--- src/rtl/mmu_pkg.sv ---
// Shared types and constants for the tlb_mmu slice.
package mmu_pkg;

    localparam logic [2:0] SEG_KSEG0  = 3'b100;
    localparam logic [2:0] SEG_KSEG1  = 3'b101;
    localparam logic [2:0] UNCACHED_C = 3'd2;

    typedef enum logic [1:0] {
        OpNone  = 2'd0,
        OpTlbwi = 2'd1,
        OpTlbr  = 2'd2,
        OpTlbp  = 2'd3
    } tlb_op_e;

    typedef enum logic [1:0] {
        ExcNone     = 2'd0,
        ExcRefill   = 2'd1,
        ExcInvalid  = 2'd2,
        ExcModified = 2'd3
    } mmu_exc_e;

    // One 4 KB page of an entry pair, EntryLo fields without G
    typedef struct packed {
        logic [19:0] pfn;
        logic [2:0]  c;
        logic        d;
        logic        v;
    } tlb_lo_t;

    // ASID lives beside the entry because its width is a module parameter
    typedef struct packed {
        logic [18:0] vpn2;
        logic        g;
        tlb_lo_t     lo0;
        tlb_lo_t     lo1;
    } tlb_entry_t;

    typedef struct packed {
        logic [31:0] pa;
        logic        unc;
        mmu_exc_e    exc;
    } xlate_t;

    function automatic tlb_lo_t lo_unpack(input logic [25:1] lo);
        tlb_lo_t r;
        r.pfn = lo[25:6];
        r.c   = lo[5:3];
        r.d   = lo[2];
        r.v   = lo[1];
        return r;
    endfunction

    function automatic logic [31:0] lo_pack(input tlb_lo_t lo, input logic g);
        return {6'b0, lo.pfn, lo.c, lo.d, lo.v, g};
    endfunction

    // Segment decode plus page checks; lo is the already selected even/odd page
    function automatic xlate_t xlate(input logic [31:0] va, input logic we, input logic k0_unc,
                                     input logic mapped_en, input logic hit, input tlb_lo_t lo);
        xlate_t r;
        r.pa  = 32'h0;
        r.unc = 1'b0;
        r.exc = ExcNone;
        if (va[31:29] == SEG_KSEG0) begin
            r.pa  = va & 32'h1FFF_FFFF;
            r.unc = k0_unc;
        end else if (va[31:29] == SEG_KSEG1) begin
            r.pa  = va & 32'h1FFF_FFFF;
            r.unc = 1'b1;
        end else if (!mapped_en) begin
            r.pa = va;
        end else if (!hit) begin
            r.exc = ExcRefill;
        end else if (!lo.v) begin
            r.exc = ExcInvalid;
        end else if (we && !lo.d) begin
            r.exc = ExcModified;
        end else begin
            r.pa  = {lo.pfn, va[11:0]};
            r.unc = (lo.c == UNCACHED_C);
        end
        return r;
    endfunction

endpackage

--- src/rtl/tlb_match.sv ---
// Combinational VPN2/ASID match over the entry array; lowest matching index wins.
module tlb_match
    import mmu_pkg::*;
#(
    parameter int unsigned ENTRIES = 16,
    parameter int unsigned ASID_W  = 8,
    parameter int unsigned IDX_W   = $clog2(ENTRIES)
) (
    input  tlb_entry_t        entries    [ENTRIES],
    input  logic [ASID_W-1:0] entry_asid [ENTRIES],
    input  logic [18:0]       vpn2,
    input  logic [ASID_W-1:0] asid,
    output logic              hit,
    output logic [IDX_W-1:0]  index
);

    logic unused_lo;

    // Scan from the top down so the lowest index overwrites the others
    always_comb begin
        hit       = 1'b0;
        index     = '0;
        unused_lo = 1'b0;
        for (int i = int'(ENTRIES) - 1; i >= 0; i--) begin
            unused_lo = unused_lo ^ (^{entries[i].lo0, entries[i].lo1});
            if (entries[i].vpn2 == vpn2 && (entries[i].g || entry_asid[i] == asid)) begin
                hit   = 1'b1;
                index = IDX_W'(i);
            end
        end
    end

endmodule

--- src/rtl/tlb_mmu.sv ---
// MIPS32 MMU with software-managed joint TLB, one instruction and one data
// translation per cycle plus TLBWI/TLBR/TLBP ops. Define MMU_TLB_EN for the
// TLB; without it mapped segments pass through and ops return zeros.
module tlb_mmu
    import mmu_pkg::*;
#(
    parameter int unsigned TLB_ENTRIES = 16,
    parameter int unsigned ASID_W      = 8,
    localparam int unsigned IDX_W      = $clog2(TLB_ENTRIES)
) (
    input  logic              clk,
    input  logic              rst_n,
    input  logic [ASID_W-1:0] asid,
    input  logic              kseg0_uncached,
    input  logic              instr_req,
    input  logic [31:0]       instr_v_addr,
    output logic [31:0]       instr_p_addr,
    output logic              instr_uncached,
    output logic [1:0]        instr_exc,
    input  logic              data_req,
    input  logic [31:0]       data_v_addr,
    input  logic              data_we,
    output logic [31:0]       data_p_addr,
    output logic              data_uncached,
    output logic [1:0]        data_exc,
    input  logic              op_valid,
    output logic              op_ready,
    input  logic [1:0]        op_code,
    input  logic [IDX_W-1:0]  op_index,
    input  logic [31:0]       op_hi_in,
    input  logic [31:0]       op_lo0_in,
    input  logic [31:0]       op_lo1_in,
    output logic              op_done,
    output logic [31:0]       op_hi_out,
    output logic [31:0]       op_lo0_out,
    output logic [31:0]       op_lo1_out,
    output logic              probe_hit,
    output logic [IDX_W-1:0]  probe_index
);

    typedef enum logic [0:0] {StIdle, StBusy} state_e;

    state_e           state_q;
    tlb_op_e          op_code_q;
    logic [IDX_W-1:0] op_index_q;
    logic [31:0]      op_hi_q, op_lo0_q, op_lo1_q;
    logic             idx_ok;
    logic             i_hit, d_hit;
    tlb_lo_t          i_lo, d_lo;
    xlate_t           ix, dx;
    logic             unused_in;

    assign op_ready  = (state_q == StIdle);
    assign unused_in = ^{asid, op_code_q, op_index_q, op_hi_q, op_lo0_q, op_lo1_q};

    // Out-of-range indices only exist when the entry count is not a power of two
    if (TLB_ENTRIES == (1 << IDX_W)) begin : g_idx_full
        assign idx_ok = 1'b1;
    end else begin : g_idx_part
        assign idx_ok = (32'(op_index_q) < TLB_ENTRIES);
    end

`ifdef MMU_TLB_EN
    localparam bit TlbEn = 1'b1;

    tlb_entry_t        entries_q [TLB_ENTRIES];
    logic [ASID_W-1:0] asid_q    [TLB_ENTRIES];
    logic [IDX_W-1:0]  i_idx, d_idx, p_idx;
    logic              p_hit;
    tlb_entry_t        rd_entry;
    logic [ASID_W-1:0] rd_asid;

    tlb_match #(.ENTRIES(TLB_ENTRIES), .ASID_W(ASID_W), .IDX_W(IDX_W)) u_match_instr (
        .entries(entries_q), .entry_asid(asid_q), .vpn2(instr_v_addr[31:13]), .asid(asid),
        .hit(i_hit), .index(i_idx)
    );
    tlb_match #(.ENTRIES(TLB_ENTRIES), .ASID_W(ASID_W), .IDX_W(IDX_W)) u_match_data (
        .entries(entries_q), .entry_asid(asid_q), .vpn2(data_v_addr[31:13]), .asid(asid),
        .hit(d_hit), .index(d_idx)
    );
    tlb_match #(.ENTRIES(TLB_ENTRIES), .ASID_W(ASID_W), .IDX_W(IDX_W)) u_match_probe (
        .entries(entries_q), .entry_asid(asid_q), .vpn2(op_hi_q[31:13]),
        .asid(op_hi_q[ASID_W-1:0]), .hit(p_hit), .index(p_idx)
    );

    assign i_lo     = instr_v_addr[12] ? entries_q[i_idx].lo1 : entries_q[i_idx].lo0;
    assign d_lo     = data_v_addr[12] ? entries_q[d_idx].lo1 : entries_q[d_idx].lo0;
    assign rd_entry = entries_q[op_index_q];
    assign rd_asid  = asid_q[op_index_q];

    // Entry storage; TLBWI commits on the last edge of BUSY
    always_ff @(posedge clk) begin
        if (!rst_n) begin
            for (int i = 0; i < int'(TLB_ENTRIES); i++) begin
                entries_q[i] <= '0;
                asid_q[i]    <= '0;
            end
        end else if (state_q == StBusy && op_code_q == OpTlbwi && idx_ok) begin
            entries_q[op_index_q].vpn2 <= op_hi_q[31:13];
            entries_q[op_index_q].g    <= op_lo0_q[0] & op_lo1_q[0];
            entries_q[op_index_q].lo0  <= lo_unpack(op_lo0_q[25:1]);
            entries_q[op_index_q].lo1  <= lo_unpack(op_lo1_q[25:1]);
            asid_q[op_index_q]         <= op_hi_q[ASID_W-1:0];
        end
    end
`else
    localparam bit TlbEn = 1'b0;

    assign i_hit = 1'b0;
    assign d_hit = 1'b0;
    assign i_lo  = '0;
    assign d_lo  = '0;
`endif

    assign ix = xlate(instr_v_addr, 1'b0, kseg0_uncached, TlbEn, i_hit, i_lo);
    assign dx = xlate(data_v_addr, data_we, kseg0_uncached, TlbEn, d_hit, d_lo);

    // Instruction channel result register, held while idle
    always_ff @(posedge clk) begin
        if (!rst_n) begin
            instr_p_addr   <= '0;
            instr_uncached <= 1'b0;
            instr_exc      <= '0;
        end else if (instr_req) begin
            instr_p_addr   <= ix.pa;
            instr_uncached <= ix.unc;
            instr_exc      <= ix.exc;
        end
    end

    // Data channel result register, held while idle
    always_ff @(posedge clk) begin
        if (!rst_n) begin
            data_p_addr   <= '0;
            data_uncached <= 1'b0;
            data_exc      <= '0;
        end else if (data_req) begin
            data_p_addr   <= dx.pa;
            data_uncached <= dx.unc;
            data_exc      <= dx.exc;
        end
    end

    // Op FSM: capture in IDLE, execute in BUSY, pulse op_done with results
    always_ff @(posedge clk) begin
        if (!rst_n) begin
            state_q     <= StIdle;
            op_code_q   <= OpNone;
            op_index_q  <= '0;
            op_hi_q     <= '0;
            op_lo0_q    <= '0;
            op_lo1_q    <= '0;
            op_done     <= 1'b0;
            op_hi_out   <= '0;
            op_lo0_out  <= '0;
            op_lo1_out  <= '0;
            probe_hit   <= 1'b0;
            probe_index <= '0;
        end else begin
            op_done <= 1'b0;
            unique case (state_q)
                StIdle: begin
                    if (op_valid) begin
                        op_code_q  <= tlb_op_e'(op_code);
                        op_index_q <= op_index;
                        op_hi_q    <= op_hi_in;
                        op_lo0_q   <= op_lo0_in;
                        op_lo1_q   <= op_lo1_in;
                        state_q    <= StBusy;
                    end
                end
                StBusy: begin
                    op_done     <= 1'b1;
                    state_q     <= StIdle;
                    op_hi_out   <= '0;
                    op_lo0_out  <= '0;
                    op_lo1_out  <= '0;
                    probe_hit   <= 1'b0;
                    probe_index <= '0;
`ifdef MMU_TLB_EN
                    if (op_code_q == OpTlbr && idx_ok) begin
                        op_hi_out  <= {rd_entry.vpn2, 13'(rd_asid)};
                        op_lo0_out <= lo_pack(rd_entry.lo0, rd_entry.g);
                        op_lo1_out <= lo_pack(rd_entry.lo1, rd_entry.g);
                    end
                    if (op_code_q == OpTlbp) begin
                        probe_hit   <= p_hit;
                        probe_index <= p_idx;
                    end
`endif
                end
                default: state_q <= StIdle;
            endcase
        end
    end

endmodule
--- config.mk ---
export PLATFORM = sky130hd
export DESIGN_NAME = tlb_mmu
export DESIGN_NICKNAME = d
export VERILOG_FILES = /design/src/rtl/mmu_pkg.sv /design/src/rtl/tlb_match.sv /design/src/rtl/tlb_mmu.sv
export SDC_FILE = /design/constraint.sdc
export NUM_CORES = 1
export LEC_CHECK = 0
export BUFFER_PORTS_ARGS = -buffer_cell sky130_fd_sc_hd__buf_2
export CAP_MARGIN = 10
export CELL_PAD_IN_SITES_DETAIL_PLACEMENT = 1
export CELL_PAD_IN_SITES_GLOBAL_PLACEMENT = 1
export CORE_AREA = 3 3 135 137
export DETAILED_ROUTE_END_ITERATION = 16
export DIE_AREA = 0 0 138 140
export PLACE_DENSITY_LB_ADDON = 0.12
export REMOVE_ABC_BUFFERS = 1
export SLEW_MARGIN = 20
export SYNTH_ARGS = -nofsm -noshare
export SYNTH_HDL_FRONTEND = slang
export SYNTH_SLANG_ARGS = --single-unit
export TNS_END_PERCENT = 10
--- constraint.sdc ---
create_clock -name clk -period 1.23 [get_ports clk]
set_clock_uncertainty 0.1 [all_clocks]
set_input_delay 0.246 -clock clk [delete_from_list [all_inputs] [get_ports clk]]
set_output_delay 0.246 -clock clk [all_outputs]
set_load 0.02 [all_outputs]
==> impl_metrics.tcl <==
set metrics [dict create \
    status "completed" \
    period_share_pct 96.5 \
    tritoncts "yes" \
    ios 354 \
    ys_types 20 \
    antenna_found_initial 1 \
    yosys.area.top_type "dfxtp_1" \
    synth_seq_area_share_pct 39.5 \
    worst_ir_drop_vdd_mv 0.761 \
    final_nets 653 \
    path_class "reg2out" \
    clk-insertion-delay-late_ns 0.33 \
    detail_route.wirelength.met1_um 3220 \
    routedWlPerCell_um 12.1 \
    start_util_pct 20.1 \
    power_density_nw_per_um2 1420 \
    clock.fmax_mhz 843 \
    cts_max_level 3 \
    final_max_slew_viol_count 0 \
    cts_root_buf "clkbuf_16" \
    antenna_left 0 \
    ys_seq_elements 68 \
    yosysWarnings 0 \
    synth_area_leaders "dfxtp_1 39%, buf_4 23%, mux2i_1 17%" \
    syn_avg_cell_area_um2 10.3 \
    total_power_uw 6070 \
    hold_class "in2reg" \
    critPathCaptureType "primary output" \
    dpl.hpwl_um 6260 \
    worstPathRequired_ns 0.88 \
    die_h_um 140 \
    dieArea_um2 19300 \
    core.rowCount 48 \
    cp_cell_sequence "buf_2" \
    die_w_um 138 \
    ctsResizeCount 1 \
    io_buffers 137 \
    critPathLaunchType "flop" \
    grt.total_usage_pct 8.47 \
    final_cell_mix "117 x buf_2, 105 x conb_1, 66 x dfxtp_1" \
    final_common_cell "buf_2" \
    vias_per_cell 3.37 \
    drt_iter0_drc 33 \
    cts.sinks 68 \
    hold_viol_final 0 \
    path_delay_family "flip-flops" \
    rsz0062_at_grt "true" \
    drive_gt1_share_pct 33.7 \
    cts_setup_buffers 0 \
    top_layer_used "met5" \
    grt_pass1_wl_um 12800 \
    drc_errors 0 \
    grt_max_degree 54 \
    synth_top_area_share_pct 39.5 \
    dr.pass1.iters 3 \
    critPathSlowestCell "dfxtp_1" \
    power_leakage_uw 0.00222 \
    core_area_um2 17200 \
    timing.critical_path.slowest_cell_delay_ns 0.33 \
    maxCapViolations 0 \
    hold_buffers 0 \
    crit_path_max_fanout 2 \
    cp_num_buf_inv 1 \
    dr_wl_met2_um 3690 \
    wl_met3_um 1400 \
    grt_pass1_vias 2335 \
    antenna_cells 0 \
    synth_cells 334 \
    vias 2361 \
    finalSetupViolCount 0 \
    clock_path_buffers 2 \
    crit_arrival_ns 0.84 \
    utilization_pct 24.9 \
    grt_overflow_total 0 \
    cts_made_buffers 9 \
    place.gp.congestion 0.658 \
    syn_area_um2 3450 \
    drt_wl_total_um 8480 \
    cts.clk_slew.worst_paths_ns 0.06 \
    area.growth.synth_to_final_pct 24.2 \
    period_needed_ns 1.19 \
]
stage by stage:
step            TNS [ns]  setup slack [ns]  instances  cell area, µm²  hold slack, ns
2_1_floorplan          0             0.444        318            2890           0.273
3_3_place_gp           0             0.148        686            3940           0.345
3_5_place_dp           0             0.120        686            3940           0.350
4_1_cts                0           0.00473        700            4230          0.0310
5_1_grt        -0.000826         -0.000826        700            4280          0.0403
6_report               0            0.0432        700            4280          0.0543
report_power, final:
group	internal [µW]	total, µW	switching [µW]	leakage [µW]
clock	1660	2610	959	0.000145
sequential	2330	2390	58.9	0.000562
combinational	363	1060	700	0.00151
metal layers:
metal / track usage [%] / up-vias
li1: - / 1133
met1: 8.72 / 1055
met2: 13.1 / 159
met3: 6.35 / 12
met4: 3.43 / 2
met5: 0 / -
registers in the layout, summed over array words and instances (netlist names):
name            flops
data_p_addr        32
data_uncached       1
instr_p_addr       32
instr_uncached      1
op_done             1
state_q             1
synth_stat cells:
library cell and count:
a21boi_1 4, and2_1 1, and3_1 1, buf_12 4
buf_2 1, buf_4 105, buf_6 2, buf_8 2
clkbuf_1 6, conb_1 1, dfxtp_1 68, inv_1 1
mux2i_1 60, nand2_1 2, nand2b_1 6, nand3_1 4
nand3b_1 2, nor2_1 2, nor2b_1 60, o31ai_2 2
final timing paths:
check                   start               end  slack [ns]  depth (start not counted)
min                  op_valid           state_q        0.05                          2
min reg2reg           state_q           op_done        0.35                          1
max reg2reg   instr_p_addr[0]   instr_p_addr[0]        0.50                          2
max          instr_p_addr[21]  instr_p_addr[21]        0.04                          1
layout make-up:
type	instances	area, µm²
timing repair buffer	143	818
sequential	68	1360
clock inverter	2	35.0
multi-input combinational	249	1530
clock buffer	12	256
fill	2067	12900
tap	225	282
inverter	1	3.75
kinds of logic (layout without fill, tap and decap cells):
kind of cell	count (synthesis)	in the layout	share of synthesized area (%)
AOI/OAI and AO/OA	6	6	1.60
other	1	105	0.109
DFF	68	68	39.5
muxes	60	60	17.4
buffers and inverters	121	158	27.6
and+or+nand+nor	78	78	13.8
Note: power is estimated with default switching activity, not from simulation.
